[src/rtl/dotmatrix_pkg.sv]
// -----------------------------------------------------------------------------
// dotmatrix_pkg
//
// Shared definitions for the dot-matrix display capture block:
//   - default panel geometry (COLS_DEF column bits, ROWS_DEF row-select bits)
//   - write state machine encoding (IDLE, ARMED, WRITE)
//   - one-hot to index decoder that also reports whether the word was one-hot
//
// The decoder works on a fixed 32-bit vector so it can serve any panel of up
// to 32 rows; callers zero-extend their row word into it.
// -----------------------------------------------------------------------------
package dotmatrix_pkg;

    localparam int COLS_DEF     = 16;
    localparam int ROWS_DEF     = 8;

    // Widest row-select word the decoder understands, and its index width.
    localparam int ONEHOT_MAX   = 32;
    localparam int ONEHOT_IDX_W = 5;

    typedef enum logic [1:0] {
        IDLE  = 2'd0,   // waiting for a latch pulse
        ARMED = 2'd1,   // latches hold a fresh row, waiting for OEB low
        WRITE = 2'd2    // single cycle: commit the latched row to the buffer
    } wr_state_t;

    typedef struct packed {
        logic                    valid;  // exactly one bit was set
        logic [ONEHOT_IDX_W-1:0] idx;    // position of the (highest) set bit
    } onehot_dec_t;

    // Returns the bit position of a one-hot word together with a flag that is
    // only true when exactly one bit is set (zero and multi-hot are invalid).
    function automatic onehot_dec_t onehot_decode(input logic [ONEHOT_MAX-1:0] vec);
        onehot_dec_t res;
        logic        seen;
        logic        multi;
        res   = '0;
        seen  = 1'b0;
        multi = 1'b0;
        for (int i = 0; i < ONEHOT_MAX; i++) begin
            if (vec[i]) begin
                if (seen) begin
                    multi = 1'b1;
                end
                seen    = 1'b1;
                res.idx = ONEHOT_IDX_W'(i);
            end
        end
        res.valid = seen & ~multi;
        return res;
    endfunction

endpackage

[src/rtl/dotmatrix_capture_sync_edge.sv]
// -----------------------------------------------------------------------------
// sync_edge
//
// Two-flop synchroniser for one asynchronous input, followed by a history flop
// that produces a single-cycle pulse on each rising edge of the synchronised
// signal. A level change on din shows up on dout two clocks later, and the
// rise pulse is acted upon by downstream logic on the third clock.
//
// Ports:
//   clk    in   system clock
//   reset  in   asynchronous active-low reset (all flops cleared)
//   din    in   asynchronous input line
//   dout   out  synchronised level
//   rise   out  one-cycle pulse, high while dout=1 and previous dout=0
// -----------------------------------------------------------------------------
module sync_edge (
    input  logic clk,
    input  logic reset,
    input  logic din,
    output logic dout,
    output logic rise
);

    logic meta;
    logic prev;

    always_ff @(posedge clk or negedge reset) begin
        if (!reset) begin
            meta <= 1'b0;
            dout <= 1'b0;
            prev <= 1'b0;
        end else begin
            meta <= din;
            dout <= meta;
            prev <= dout;
        end
    end

    assign rise = dout & ~prev;

endmodule

[src/rtl/dotmatrix_capture.sv]
// -----------------------------------------------------------------------------
// dotmatrix_capture
//
// Receiving end of the dot-matrix serial display interface. The six display
// lines are oversampled in the clk domain; the column and row shift registers
// and output latches of the panel are rebuilt, and every row that the panel
// would display (latched, then OEB low) is written into a frame buffer that
// can be read back. Serves as a loopback monitor and as a scoreboard model.
//
// Parameters:
//   COLS   column bits per row (CSDI chain length)
//   ROWS   one-hot row-select bits (RSDI chain length), at most 32
//   ROW_W  width of row index / read address
//
// Ports:
//   clk           in   system clock, at least 4x CCLK/RCLK
//   reset         in   asynchronous active-low reset
//   RCLK          in   row shift clock (asynchronous)
//   RSDI          in   row serial data
//   OEB           in   output enable, active low
//   CSDI          in   column serial data
//   CCLK          in   column shift clock (asynchronous)
//   LE            in   latch enable, latches both shift registers on rise
//   rd_addr       in   frame buffer read row
//   rd_data       out  frame buffer row contents, 1-cycle read latency
//   row_strobe    out  one-cycle pulse when a row has been written
//   row_idx       out  index of the last written row
//   frame_strobe  out  pulse with row_strobe when the row index wrapped down
//   sel_error     out  sticky: a displayed row word was not one-hot
//
// Build option DOTMATRIX_CAPTURE_STATS_EN adds:
//   frame_count   out  16-bit wrapping count of frame_strobe pulses
//   err_count     out  8-bit saturating count of bad row-select events
// -----------------------------------------------------------------------------
module dotmatrix_capture
    import dotmatrix_pkg::*;
#(
    parameter int COLS  = COLS_DEF,
    parameter int ROWS  = ROWS_DEF,
    parameter int ROW_W = $clog2(ROWS)
) (
    input  logic             clk,
    input  logic             reset,
    input  logic             RCLK,
    input  logic             RSDI,
    input  logic             OEB,
    input  logic             CSDI,
    input  logic             CCLK,
    input  logic             LE,
    input  logic [ROW_W-1:0] rd_addr,
    output logic [COLS-1:0]  rd_data,
    output logic             row_strobe,
    output logic [ROW_W-1:0] row_idx,
    output logic             frame_strobe,
`ifdef DOTMATRIX_CAPTURE_STATS_EN
    output logic [15:0]      frame_count,
    output logic [7:0]       err_count,
`endif
    output logic             sel_error
);

    // -------------------------------------------------------------------------
    // Input synchronisers
    // -------------------------------------------------------------------------
    logic cclk_s, cclk_rise;
    logic rclk_s, rclk_rise;
    logic le_s,   le_rise;
    logic oeb_s,  oeb_rise;
    logic csdi_s, csdi_rise;
    logic rsdi_s, rsdi_rise;

    sync_edge u_sync_cclk (.clk(clk), .reset(reset), .din(CCLK), .dout(cclk_s), .rise(cclk_rise));
    sync_edge u_sync_rclk (.clk(clk), .reset(reset), .din(RCLK), .dout(rclk_s), .rise(rclk_rise));
    sync_edge u_sync_le   (.clk(clk), .reset(reset), .din(LE),   .dout(le_s),   .rise(le_rise));
    sync_edge u_sync_oeb  (.clk(clk), .reset(reset), .din(OEB),  .dout(oeb_s),  .rise(oeb_rise));
    sync_edge u_sync_csdi (.clk(clk), .reset(reset), .din(CSDI), .dout(csdi_s), .rise(csdi_rise));
    sync_edge u_sync_rsdi (.clk(clk), .reset(reset), .din(RSDI), .dout(rsdi_s), .rise(rsdi_rise));

    // Clock lines only need their edge, data lines only their level.
    logic unused_sync;
    assign unused_sync = &{1'b0, cclk_s, rclk_s, le_s, oeb_rise, csdi_rise, rsdi_rise};

    // -------------------------------------------------------------------------
    // Panel shift registers and latches
    // -------------------------------------------------------------------------
    logic [COLS-1:0] col_sr;
    logic [COLS-1:0] col_lat;
    logic [ROWS-1:0] row_sr;
    logic [ROWS-1:0] row_lat;

    always_ff @(posedge clk or negedge reset) begin
        if (!reset) begin
            col_sr  <= '0;
            row_sr  <= '0;
            col_lat <= '0;
            row_lat <= '0;
        end else begin
            // NOTE: non-blocking assignments make a latch pulse that coincides
            // with a shift pulse capture the pre-shift register value, exactly
            // like the real panel; blocking here would latch the shifted word.
            if (cclk_rise) begin
                col_sr <= {col_sr[COLS-2:0], csdi_s};
            end
            if (rclk_rise) begin
                row_sr <= {row_sr[ROWS-2:0], rsdi_s};
            end
            if (le_rise) begin
                col_lat <= col_sr;
                row_lat <= row_sr;
            end
        end
    end

    // -------------------------------------------------------------------------
    // Row select decode
    // -------------------------------------------------------------------------
    onehot_dec_t      row_dec;
    logic             row_ok;
    logic [ROW_W-1:0] wr_idx;

    assign row_dec = onehot_decode(ONEHOT_MAX'(row_lat));
    // The range test also covers decoder index bits above ROW_W.
    assign row_ok  = row_dec.valid && (int'(row_dec.idx) < ROWS);
    assign wr_idx  = row_dec.idx[ROW_W-1:0];

    // -------------------------------------------------------------------------
    // Write state machine
    // -------------------------------------------------------------------------
    wr_state_t state_q;
    wr_state_t state_d;
    logic      do_write;
    logic      bad_sel;

    always_ff @(posedge clk or negedge reset) begin
        if (!reset) begin
            state_q <= IDLE;
        end else begin
            state_q <= state_d;
        end
    end

    always_comb begin
        // NOTE: every signal written here gets a default first, so no path
        // through the case statement can leave one unassigned and infer a latch.
        state_d  = state_q;
        do_write = 1'b0;
        bad_sel  = 1'b0;
        case (state_q)
            IDLE: begin
                if (le_rise) begin
                    state_d = ARMED;
                end
            end
            ARMED: begin
                // A fresh latch pulse just re-latches; the write waits for OEB.
                if (le_rise) begin
                    state_d = ARMED;
                end else if (!oeb_s) begin
                    state_d = WRITE;
                end
            end
            WRITE: begin
                if (row_ok) begin
                    do_write = 1'b1;
                end else begin
                    bad_sel = 1'b1;
                end
                // A latch pulse landing on the write cycle must not be lost
                // when OEB is held low across consecutive rows.
                state_d = le_rise ? ARMED : IDLE;
            end
            default: begin
                state_d = IDLE;
            end
        endcase
    end

    // -------------------------------------------------------------------------
    // Frame buffer and read port
    // -------------------------------------------------------------------------
    logic [COLS-1:0] fb [ROWS];

    always_ff @(posedge clk or negedge reset) begin
        if (!reset) begin
            // NOTE: the buffer must read back as zero after reset, so it is
            // built from resettable flops rather than an inferred RAM.
            for (int i = 0; i < ROWS; i++) begin
                fb[i] <= '0;
            end
            rd_data <= '0;
        end else begin
            if (do_write) begin
                fb[wr_idx] <= col_lat;
            end
            // Same-cycle read of the row being written returns the old word.
            rd_data <= fb[rd_addr];
        end
    end

    // -------------------------------------------------------------------------
    // Status outputs
    // -------------------------------------------------------------------------
    always_ff @(posedge clk or negedge reset) begin
        if (!reset) begin
            row_strobe   <= 1'b0;
            frame_strobe <= 1'b0;
            row_idx      <= '0;
            sel_error    <= 1'b0;
        end else begin
            row_strobe   <= do_write;
            // A row index lower than the previous one means a new frame began.
            frame_strobe <= do_write && (wr_idx < row_idx);
            if (do_write) begin
                row_idx <= wr_idx;
            end
            if (bad_sel) begin
                sel_error <= 1'b1;
            end
        end
    end

`ifdef DOTMATRIX_CAPTURE_STATS_EN
    always_ff @(posedge clk or negedge reset) begin
        if (!reset) begin
            frame_count <= '0;
            err_count   <= '0;
        end else begin
            if (frame_strobe) begin
                frame_count <= frame_count + 16'd1;
            end
            if (bad_sel && (err_count != 8'hFF)) begin
                err_count <= err_count + 8'd1;
            end
        end
    end
`endif

endmodule
[config.mk]
export PLATFORM = sky130hd
export DESIGN_NAME = dotmatrix_capture
export DESIGN_NICKNAME = d
export VERILOG_FILES = /design/src/rtl/dotmatrix_pkg.sv /design/src/rtl/dotmatrix_capture_sync_edge.sv /design/src/rtl/dotmatrix_capture.sv
export SDC_FILE = /design/constraint.sdc
export NUM_CORES = 1
export LEC_CHECK = 0
export CORE_MARGIN = 3
export CORE_UTILIZATION = 40
export CTS_BUF_LIST = sky130_fd_sc_hd__clkbuf_4
export DETAILED_ROUTE_END_ITERATION = 8
export PLACE_DENSITY_LB_ADDON = 0.2
export SYNTH_ARGS = -nofsm -noshare
export SYNTH_HDL_FRONTEND = slang
export SYNTH_SLANG_ARGS = --single-unit
[constraint.sdc]
create_clock -name clk -period 2.5 [get_ports clk]
set_clock_uncertainty 0.2 [all_clocks]
set_input_delay 0.625 -clock clk [delete_from_list [all_inputs] [get_ports clk]]
set_output_delay 0.625 -clock clk [all_outputs]
set_load 0.01 [all_outputs]
==> flow_summary.toml <==
[outcome]
outcome = "finished, final reports clean"

[routing]
vias = 4869
routed_wl_um = 17700
via_per_inst = 5.10
antenna_left = 0
wl_per_cell_um = 18.6
remaining_drc_errors = 0
firstDrtPassIters = 4
drt-initial-drc-count = 193

[grt]
grt_pass1_wl_um = 29500
grt_antenna_before_repair = 1
grt.overflow.total = 0
grt_usage_pct = 15.4
grt_pass1_vias = 5397
grt_max_degree = 59

[floorplan]
initial_core_util_pct = 41.1
dieArea_um2 = 24500
coreArea_um2 = 22000
die_x_um = 156
placementRows = 54
die_y_um = 156
num_io_pins = 33

[final_layout]
areaGrowthSynthToFinish_pct = 18.4
multi_input_area_um2 = 3490
area.sequential_um2 = 5380
fin_util_pct = 48.7
final_area_um2 = 10700
nFillCells = 1913
nNetsFinal = 639
layoutNonFillerInstCount = 954
drive_above_1_share_pct = 52.2

[timing]
timing.fmax_mhz = 420
drv_slew = 0
finalCritPeriodShare_pct = 95.3
hold_violations = 0
setup_viol = 0
tightest_slew_ns = 0.662
fin_crit_ns = 2.38
holdWs_ns = 0.143
slew_headroom_pct = 55.8
grt_setup_unrepaired = "false"
finalSetupTns_ns = 0

[worst_setup_path]
crit_required_ns = 1.67
path_class = "reg -> out"
cp_cell_sequence = "clkdlybuf4s50_1"
path_max_fanout = 2
cpPeakStageDelay_ns = 0.54
critPathBufInv = 1
r2r_cells = 7
arrival_ns = 1.56
rrSetupSlack_ns = 0.17
startpoint_type = "flop"
worstReg2RegStart = "row_lat[6]"
cp-end-kind = "output pin"
critPathTopFamily = "buffers and inverters"
r2r_end = "fb[63]"
slowest_stage = "clkdlybuf4s50_1"

[synthesis]
synth-edff-count = 0
syn_inst = 538
syn_avg_cell_area_um2 = 16.8
yosys.area.top_type = "dfrtp_1"
yosys.area.top_type_share_pct = 59.4
ys_top_cells_by_area = "dfrtp_1 59%, mux2_2 20%, mux4_2 8.0%"
synth.ff_latch_count = 215
yosysSeqAreaShare_pct = 59.4
async_reset_ff_share_pct = 100
yosysWarnings = 0
syn_nets = 551
syn_area_um2 = 9060
yosys_most_used_dff = "dfrtp_1"
ys_types = 46

[power_and_ir_drop]
p_per_area_nw_per_um2 = 884
ir_worst_vdd_v = 0.000518
p_leak_nw = 5.11

[placed_design]
dpl_cell_area_um2 = 9910
place_inst = 845
dpl.hpwl_um = 10400
portBuffers = 32
gp_congestion = 0.757

[clock_tree]
cts_buffer_depth = 3
numCtsBuffers = 58
cts_num_sinks = 215
clkTransAtPathRegs_ns = 0.06
root_buffer = "clkbuf_4"
post_cts_buffers = 0
clk_latency_ns = 0.66
cts_tree = "done"
cts_max_level = 2

[worst_hold_path]
worstHoldStart = "u_sync_le.meta"
min_path_type = "reg -> reg"
whs_path_depth = 0
whs_endpoint = "u_sync_le.dout"

[job]
cap_violations = 0
==> cells in the mapped netlist, types with 2 or more instances <==
| cell | instances |
|---|---|
| ha_1 | 2 |
| buf_1 | 4 |
| o21ai_0 | 4 |
| nand3_1 | 2 |
| mux2_2 | 157 |
| nand2_1 | 6 |
| nor2_1 | 5 |
| nand3_2 | 2 |
| dfrtp_1 | 215 |
| mux2_4 | 20 |
| nand2b_1 | 2 |
| a211oi_1 | 2 |
| mux4_2 | 32 |
| buf_2 | 8 |
| xnor2_1 | 2 |
| clkbuf_1 | 9 |
| mux2_1 | 16 |
| buf_6 | 4 |
| a21oi_1 | 3 |
| inv_1 | 6 |
| buf_4 | 3 |
| nor2b_1 | 5 |
| nor3_1 | 3 |
| nor4_4 | 4 |
==> through the flow <==
stage / total power [mW] / worst slack, ns
final: 9.48 / 0.117
after CTS: 9.68 / 0.0132
after global placement: 6.25 / 0.115
after detailed placement: 6.35 / 0.126
after global routing: 10.1 / 0.00943
after floorplan: 5.71 / 0.226
==> area by class of cell <==
cell class                      instances  share of cell area, %
Timing Repair Buffer                   57                   6.40
Clock buffer                           90                   6.30
Tap cell                              280                   3.27
Inverter                                6                  0.210
Clock inverter                         17                   1.13
Antenna cell                            1                 0.0233
Multi-Input combinational cell        288                   32.5
Sequential cell                       215                   50.2
==> state kept, by name, summed over array words and instances, names as in the netlist, 2 cells and up <==
name / count
row_sr: 8
rd_data: 16
fb: 128
state_q: 2
col_sr: 16
row_idx: 3
col_lat: 16
row_lat: 8
==> kinds of logic (layout without fill, tap and decap cells) <==
group,Yosys count,count (layout),share of synthesized area (%)
fa+ha+maj,2,2,0.276
compound gates,14,14,0.967
other cells,0,1,0
simple gates,44,44,4.09
flops,215,215,59.4
buf+inv,35,170,2.20
xor+xnor,2,2,0.193
mux,226,226,32.9
==> worst max-delay path by stage <==
stage / startpoint / endpoint / slack, ns / cells past startpoint
floorplan: row_lat[0] / fb[53] / 0.23 / 5
global placement: rd_addr[1] / rd_data[3] / 0.12 / 4
detailed placement: rd_addr[1] / rd_data[0] / 0.13 / 4
CTS: row_idx[0] / row_idx[0] / 0.01 / 1
global route: row_idx[1] / row_idx[1] / 0.009 / 1
finish: sel_error / sel_error / 0.12 / 1
==> routing by layer <==
layer / part of all wire, % / GRT usage, % / routed length [um] / vias up
met5: 0 / 0 / 0 / -
met4: 1.5 / 4.71 / 267 / 0
met3: 3.5 / 3.90 / 612 / 26
met2: 49 / 24.7 / 8690 / 66
met1: 46 / 20.7 / 8170 / 2573
li1: - / - / - / 2204
==> repair_timing <==
item	CTS	global route
hold buffers	1	0
resized for setup	1	2
endpoints found under the hold margin	54	0
setup endpoints to repair	1	20
==> cell usage in the layout, fill, tap and decap left out, types with 2 or more instances in the layout <==
| cell | count |
|---|---|
| nand3_1 | 2 |
| mux2_2 | 157 |
| bufinv_16 | 2 |
| clkinv_2 | 4 |
| nor3_1 | 2 |
| nand2_1 | 6 |
| clkinv_1 | 11 |
| ha_1 | 2 |
| mux4_2 | 32 |
| mux2_1 | 16 |
| dfrtp_1 | 215 |
| buf_4 | 10 |
| mux2_4 | 20 |
| inv_1 | 6 |
| buf_12 | 14 |
| nor2b_1 | 4 |
| o21ai_0 | 4 |
| nand2b_1 | 2 |
| a21oi_1 | 3 |
| nand3_2 | 2 |
| clkbuf_4 | 90 |
| nor4_4 | 4 |
| clkdlybuf4s50_1 | 28 |
| xnor2_1 | 2 |
| nor2_1 | 5 |
| a211oi_1 | 2 |
| nor3_2 | 2 |
==> report_power, final <==
group / switching (mW) / internal, mW
logic: 0.637 / 0.908
registers: 0.629 / 4.08
clock network: 1.39 / 1.84
total: 2.65 / 6.83
Power figures use the tool's default switching activity.
